**config.mk**
```make
export PLATFORM = sky130hd
export DESIGN_NAME = first_counter
export DESIGN_NICKNAME = d
export VERILOG_FILES = /design/src/rtl/first_counter_pkg.sv /design/src/rtl/first_counter_core.sv /design/src/rtl/first_counter.sv
export SDC_FILE = /design/constraint.sdc
export NUM_CORES = 1
export LEC_CHECK = 0
export ABC_CLOCK_PERIOD_IN_PS = 2100
export BUFFER_PORTS_ARGS = -buffer_cell sky130_fd_sc_hd__buf_2
export CAP_MARGIN = 20
export CORE_AREA = 2 2 39 41
export DETAILED_ROUTE_END_ITERATION = 6
export DIE_AREA = 0 0 41 43
export GPL_TIMING_DRIVEN = 0
export PLACE_DENSITY = 0.37
export SLEW_MARGIN = 10
export SYNTH_ARGS = -nofsm -noshare
export SYNTH_HDL_FRONTEND = slang
export SYNTH_HIERARCHICAL = 1
export SYNTH_SLANG_ARGS = --single-unit
export TNS_END_PERCENT = 20
```
**constraint.sdc**
```tcl
create_clock -name clk -period 2.1 [get_ports clk]
set_clock_uncertainty 0.05 [all_clocks]
set_input_delay 0.21 -clock clk [delete_from_list [all_inputs] [get_ports clk]]
set_output_delay 0.21 -clock clk [all_outputs]
set_load 0.05 [all_outputs]
```
**src/rtl/first_counter_pkg.sv**
```systemverilog
// Shared definitions for the first_counter block: default width and count type.
package first_counter_pkg;

    // Default counter width in bits; any value of 1 or more is legal.
    localparam int FIRST_COUNTER_WIDTH_DEFAULT = 4;

    // Count value at the default width.
    typedef logic [FIRST_COUNTER_WIDTH_DEFAULT-1:0] count_t;

endpackage : first_counter_pkg

```
**src/rtl/first_counter_core.sv**
```systemverilog
// Width-parameterised count register and incrementer.
// Exposes the registered count, the value it moves to on the next edge, and
// the carry out of the increment (high when the count is all-ones).
module first_counter_core
    import first_counter_pkg::*;
#(
    parameter int WIDTH = FIRST_COUNTER_WIDTH_DEFAULT
) (
    input  logic             clk,
    input  logic             reset_n_i,
    input  logic             enable_i,
    output logic [WIDTH-1:0] count_o,
    output logic [WIDTH-1:0] count_next_o,
    output logic             carry_o
);

    logic [WIDTH-1:0] count_q;
    logic [WIDTH-1:0] count_d;
    logic [WIDTH:0]   sum;

    // One extra bit on the adder keeps the carry that the truncated count drops.
    assign sum = {1'b0, count_q} + {{WIDTH{1'b0}}, 1'b1};

    // Next count: increment modulo 2^WIDTH when enabled, otherwise hold.
    always_comb begin
        count_d = count_q;
        if (enable_i) begin
            count_d = sum[WIDTH-1:0];
        end
    end

    // Count register, cleared asynchronously by the active-low reset.
    always_ff @(posedge clk or negedge reset_n_i) begin
        if (!reset_n_i) begin
            count_q <= '0;
        end else begin
            count_q <= count_d;
        end
    end

    assign count_o      = count_q;
    assign count_next_o = count_d;
    assign carry_o      = sum[WIDTH];

endmodule : first_counter_core

```
**src/rtl/first_counter.sv**
```systemverilog
// Free-running, enable-gated up-counter with a one-cycle wrap pulse.
// overflow_out is high for exactly the cycle in which counter_out reads 0
// after rolling over from all-ones.
module first_counter
    import first_counter_pkg::*;
#(
    parameter int WIDTH = FIRST_COUNTER_WIDTH_DEFAULT
) (
    input  logic             clk,
    input  logic             reset,
    input  logic             enable,
    output logic [WIDTH-1:0] counter_out,
    output logic             overflow_out
);

    logic [WIDTH-1:0] count;
    logic [WIDTH-1:0] count_next;
    logic             carry;
    logic             overflow_q;
    logic             overflow_d;

    first_counter_core #(
        .WIDTH(WIDTH)
    ) u_core (
        .clk         (clk),
        .reset_n_i   (reset),
        .enable_i    (enable),
        .count_o     (count),
        .count_next_o(count_next),
        .carry_o     (carry)
    );

    // A wrap happens only on an enabled edge taken from all-ones; any other
    // edge, including a disabled one at all-ones, clears the pulse.
    always_comb begin
        overflow_d = enable & carry;
    end

    // Overflow pulse register, cleared asynchronously by the active-low reset.
    always_ff @(posedge clk or negedge reset) begin
        if (!reset) begin
            overflow_q <= 1'b0;
        end else begin
            overflow_q <= overflow_d;
        end
    end

    assign counter_out  = count;
    assign overflow_out = overflow_q;

    // count_next is only needed inside the core; referenced here so the
    // port stays connected without an unused-signal warning.
    logic unused_count_next;
    assign unused_count_next = ^count_next;

endmodule : first_counter

```
# After elaboration in Yosys (flattened, before gate mapping)
# Index checks and enable logic that the tools add are counted.
word_totals:
  elab_cells: 4
  regBits: 5
classes:
  bitwise: 1
  n_addsub: 1
op_table:
  columns: ["operator", "count"]
  rows:
  - ["$add 4x1->5 const B", 1]
  - ["$and 1x1->1", 1]

# Logic depth before layout (Yosys ltp)
# Gate-level depths: netlist of run 1.
logic_depth:
  word_depth: 2
  depth_mapped: 3

# By module
# Netlist of run 1, hierarchy kept.
by_module_without_submodules:
  columns: ["mod", "instances", "cells_per_inst", "area_each_um2"]
  rows:
  - ["first_counter_core", 1, 12, 166.4]
  - ["first_counter", 1, 2, 31.3]

# Worst setup path before layout of run 1
# No wires, ideal clock.
synth_timing:
  path_kind: "reg2reg"
  startpoint: "register u_core.count_q[0] (netlist: u_core/count_o[0])"
  endpoint: "register u_core.count_q[1] (netlist: u_core/count_o[1])"
  setup_slack_ns: 0.714
  stages_incl_launch_ff: 3
  arrival_time_ns: 1.211
  required_ns: 1.925
  setup_ns: 0.125
  cell_sequence: "dfrtp_1 -> ha_1 -> mux2_2"
synth_between:
  elab_chain_len: 1
synth_lines:
  columns: ["element", "line_no", "rtl"]
  rows:
  - ["start: declaration", "first_counter_core.sv:17", "logic [WIDTH-1:0] count_q;"]
  - ["start signal: assignment", "first_counter_core.sv:37", "count_q <= count_d;"]
  - ["$add 4x1->5", "first_counter_core.sv:22", "assign sum = {1'b0, count_q} + {{WIDTH{1'b0}}, 1'b1};"]
# No other way between the ends.
# A chain may end at the register's enable or synchronous reset.

# Final worst setup path of run 1
layout_timing:
  startpoint: "register u_core.count_q[0] (netlist: u_core/count_o[0])"
  endpoint: "output counter_out[0]"
layout_rtl:
  columns: ["element", "line_no", "rtl"]
  rows:
  - ["end: declaration", "first_counter.sv:12", "output logic [WIDTH-1:0] counter_out,"]
# No word-level cell between the ends.

==> results.cfg, run 1 <==
[finish]
finalNetCount = 31
regArea_sq_um = 125.1
multi_input_area_sq_um = 72.57
area_delta_synth_final_pct = 46.20
drive_gt1_frac = 0.4231
n_fill_cell = 147
diodes = 0

[worst_setup_path]
cp.depth = 1
crit_slowest_cell = dfrtp_1
endpoint = counter_out[0]
arrival_ns = 0.92
path_max_fanout = 4
critPathLaunchType = flop
critPathMaxStageDelay_ns = 0.39
rrSetupSlack_ns = 0.98
reg2reg_depth = 2
r2r_end = u_core/count_o[1]$_DFF_PN0_
cp.required_ns = 1.84
worstSetupStartpoint = u_core/count_o[0]$_DFF_PN0_
cp_top_family = flip-flops
crit_buf_inv = 1
path_cells = buf_2
path_class = flop to output pin
r2r_start = u_core/count_o[0]$_DFF_PN0_
endpoint_kind = output pin

[placed_design]
gp_congestion = 0.6853
hpwlAfterDp_microns = 259
place.port_buffers = 7

[timing]
slew_headroom = 0.8343
worstMarginPinSlew_ns = 0.2502
setup_violations = 0
finalHoldViolCount = 0
timing.fmax_mhz = 850.7
post-route-period-util = 0.5597
rsz0062_at_grt = false
min_period_ns = 1.175
maxSlewViolCount = 0
tns_ns = 0

[floorplan]
core_sq_um = 1384
dieHeight_microns = 43
dieWidth_microns = 41
initial_utilization = 0.1429
die_area_sq_um = 1763
rows = 14
io_pins = 8

[cts]
clk_pin_slew_ns = 0.04
cts_resized = 0
cts_tree = done
clkSinkCount = 5
cts_buffers = 3
htree_levels = 1
cts_root_buf = clkbuf_4
clock_latency_ns = 0.24
cts_buffer_depth = 2

[yosys]
ys_warn_count = 6
synth_ff_type = dfrtp_1
syn_area_per_cell_sq_um = 14.12
yosys-top-cells-count = dfrtp_1 (5), xnor2_1 (2)
synth.distinct_cells = 9
ys_seq_area_frac = 0.6329
syn-num-nets = 18
synthCells = 14
async_flop_share = 1.000
ys_ff_latch = 5
netlist_area_sq_um = 197.7
synthTopCellsByArea = dfrtp_1 (63%), xnor2_1 (8.9%), ha_1 (6.3%)
synth_enable_flop_cells = 0
synth.top_cell.area_share = 0.6329
yosysMostFrequentCell = dfrtp_1
synth_top_area_cell = dfrtp_1

[route]
wl_per_cell_microns = 8.310
routed_wl_microns = 349
drtIter0Drc = 3
drc = 0
via_per_inst = 3.524
vias = 148
first_pass_iters = 3
drtAntennaViolNets = 0

[global_route]
overflow = 0
grt_util_met1 = 0.05556
use_met2 = 0.06875
grt_max_degree = 6
gr-usage-met3 = 0.07853
antenna_found_initial = 0
grt_pass1_wl_microns = 572
grtUsageTotal = 0.05449
grt_pass1_vias = 143
busiest_layer = met3

[run_status]
status = finished clean

[job]
drv_cap = 0

[min_path]
hp-class = input port to flop
cells in the final DEF, fill, tap and decap left out, drive strengths merged:
| cell type | instances |
|---|---|
| buf | 7 |
| dfrtp | 5 |
| clkbuf | 4 |
| xnor2 | 2 |
| and2 | 1 |
| dlygate4sd3 | 1 |
| nand2 | 1 |
| mux2 | 1 |
| xor2 | 1 |
| nand4 | 1 |
| and3 | 1 |
| ha | 1 |
state kept, by name, summed over array words and instances (netlist names):
signal,count
overflow_out,1
u_core/count_o,4
cell type report:
type / instances / share of cell area
Multi-Input combinational cell: 9 / 0.2511
Tap cell: 16 / 0.06926
Clock buffer: 4 / 0.09091
Sequential cell: 5 / 0.4329
Timing Repair Buffer: 8 / 0.1558
worst min-delay path by stage:
stage / start / end / slack, ns / cells after the start
6_report: enable / u_core/count_o[0]$_DFF_PN0_ / 0.18 / 2
5_1_grt: enable / u_core/count_o[0]$_DFF_PN0_ / 0.17 / 2
4_1_cts: enable / u_core/count_o[0]$_DFF_PN0_ / 0.16 / 2
3_5_place_dp: reset / u_core/count_o[3]$_DFF_PN0_ / -0.02 / 1
3_3_place_gp: reset / u_core/count_o[3]$_DFF_PN0_ / -0.02 / 1
2_1_floorplan: reset / overflow_out$_DFF_PN0_ / -0.14 / 0
timing repair:
item                                   4_1_cts  5_1_grt
setup buffers                                0        0
hold buffers                                 1        0
endpoints found under the hold margin        5        0
cell families (layout without fill, tap and decap cells):
logic type	count (synthesis)	in the layout	share of synthesized area
buffers and inverters	0	12	0
multiplexers	1	1	0.05696
adder cells (fa/ha/maj)	1	1	0.06328
AND/OR/NAND/NOR	4	4	0.1140
flip-flops	5	5	0.6329
XOR/XNOR	3	3	0.1329
per-stage QoR:
step	cell area [sq um]	util	worst slack [ns]	hold slack, ns	std cells
finish	289.0	0.2089	0.9245	0.1770	42
floorplan	197.7	-	0.7145	-0.1356	14
detailed placement	252.7	0.1826	0.9840	-0.01989	37
global placement	252.7	0.1826	0.9951	-0.02182	37
global route	289.0	0.2089	0.8681	0.1680	42
CTS	289.0	0.2089	0.9076	0.1642	42
layer usage:
layer / share of wire / routed length [microns] / vias to the layer above
li1: - / - / 73
met5: 0 / 0 / -
met2: 0.34 / 119 / 10
met1: 0.49 / 172 / 65
met4: 0 / 0 / 0
met3: 0.16 / 57 / 0
Power of run 1 is not shown: default switching activity piles up to over one toggle a cycle in this logic, so the estimate is an artifact.
==> run 2: changes to the inputs <==
ABC_CLOCK_PERIOD_IN_PS = 1200   (was 2100)
clock period = 1.2 ns   (was 2.1 ns; I/O delays follow)
==> results.cfg, run 2 (same netlist as run 1, synthesis figures left out) <==
[cts]
clk_pin_slew_ns = 0.04
cts_buffers = 3
cts_root_buf = clkbuf_4
cts_buffer_depth = 2
clkSinkCount = 5
cts_setup_buffers = 0
htree_levels = 1
clock_latency_ns = 0.24
cts_tree = done

[timing]
min_period_ns = 1.126
fin_ws_ns = 0.07437
rsz0062_at_grt = false
setup_violations = 0
tns_ns = 0
maxSlewViolCount = 0
slew_headroom = 0.8345
timing.fmax_mhz = 888.4
worstMarginPinSlew_ns = 0.2500
whs_ns = 0.07656
post-route-period-util = 0.9380
finalHoldViolCount = 0

[global_route]
grt_pass1_wl_microns = 627
overflow = 0
grt_pass1_vias = 167
grtUsageTotal = 0.06250
grt_max_degree = 6
antenna_found_initial = 0

[route]
drc = 0
via_per_inst = 3.571
routed_wl_microns = 382
drtIter0Drc = 7
vias = 150
first_pass_iters = 2
drtAntennaViolNets = 0
wl_per_cell_microns = 9.095

[worst_setup_path]
endpoint_kind = flop
crit_slowest_cell = dfrtp_2
arrival_ns = 1.20
rrSetupSlack_ns = 0.07
path_max_fanout = 4
crit_buf_inv = 0
reg2reg_depth = 2
critPathLaunchType = flop
cp_top_family = flip-flops
r2r_start = u_core/count_o[1]$_DFF_PN0_
critPathMaxStageDelay_ns = 0.41
cp.required_ns = 1.27
path_cells = ha_1 > mux2_2
path_class = flop to flop
r2r_end = u_core/count_o[1]$_DFF_PN0_

[floorplan]
dieHeight_microns = 43
die_area_sq_um = 1763
rows = 14
io_pins = 8
core_sq_um = 1384
dieWidth_microns = 41
initial_utilization = 0.1429

[min_path]
hold_end = u_core/count_o[0]$_DFF_PN0_
hold_depth = 2
hp-class = input port to flop
hold_start = enable

[job]
drv_cap = 0

[finish]
mostFrequentLayoutCells = buf_2 (7), clkbuf_4 (3), dfrtp_1 (3)
drive_gt1_frac = 0.5000
area_delta_synth_final_pct = 47.47
diodes = 0
largest_reg_flops = 4
finalNetCount = 31
layout.cells.most_common = buf_2

[placed_design]
place_ws_ns = 0.07591
place.port_buffers = 7
gp_congestion = 0.6775

[run_status]
status = finished clean
[run 2: cell counts in the layout (fill, tap and decap cells not counted)]
No cell type changed its count.
[run 2: how the worst max path moves through the flow]
stage	start	to	slack [ns]	depth (start not counted)
after global placement	u_core/count_o[1]$_DFF_PN0_	u_core/count_o[1]$_DFF_PN0_	0.1	2
after global routing	u_core/count_o[1]$_DFF_PN0_	u_core/count_o[1]$_DFF_PN0_	0.04	2
after detailed placement	u_core/count_o[1]$_DFF_PN0_	u_core/count_o[1]$_DFF_PN0_	0.08	2
after floorplan	u_core/count_o[1]$_DFF_PN0_	u_core/count_o[1]$_DFF_PN0_	-0.04	2
final	u_core/count_o[1]$_DFF_PN0_	u_core/count_o[1]$_DFF_PN0_	0.07	2
after CTS	u_core/count_o[1]$_DFF_PN0_	u_core/count_o[1]$_DFF_PN0_	0.07	2
[run 2: final cells by class]
type | instances | area (sq um)
Multi-Input combinational cell | 9 | 72.57
Fill cell | 152 | 1092
Sequential cell | 5 | 127.6
Tap cell | 16 | 20.02
Timing Repair Buffer | 8 | 45.04
Clock buffer | 4 | 26.28
[run 2: what timing repair did]
| action | CTS | global route |
|---|---|---|
| hold buffers | 1 | 0 |
| gates resized for setup | 0 | 0 |
| endpoints found under the setup margin | 0 | 0 |
| hold endpoints to repair | 5 | 0 |
[run 2: routing by layer]
metal  GRT usage  part of all wire
met1     0.05863              0.43
met2     0.07188              0.39
met3     0.07853              0.17
met4     0.04000                 0
met5           0                 0
[run 2: per-stage QoR]
stage	utilization	area (sq um)	std cells
5_1_grt	0.2107	291.5	42
4_1_cts	0.2107	291.5	42
3_3_place_gp	0.1844	255.2	37
3_5_place_dp	0.1844	255.2	37
6_report	0.2107	291.5	42
2_1_floorplan	-	200.2	14
Power of run 2 is left out for the same reason.
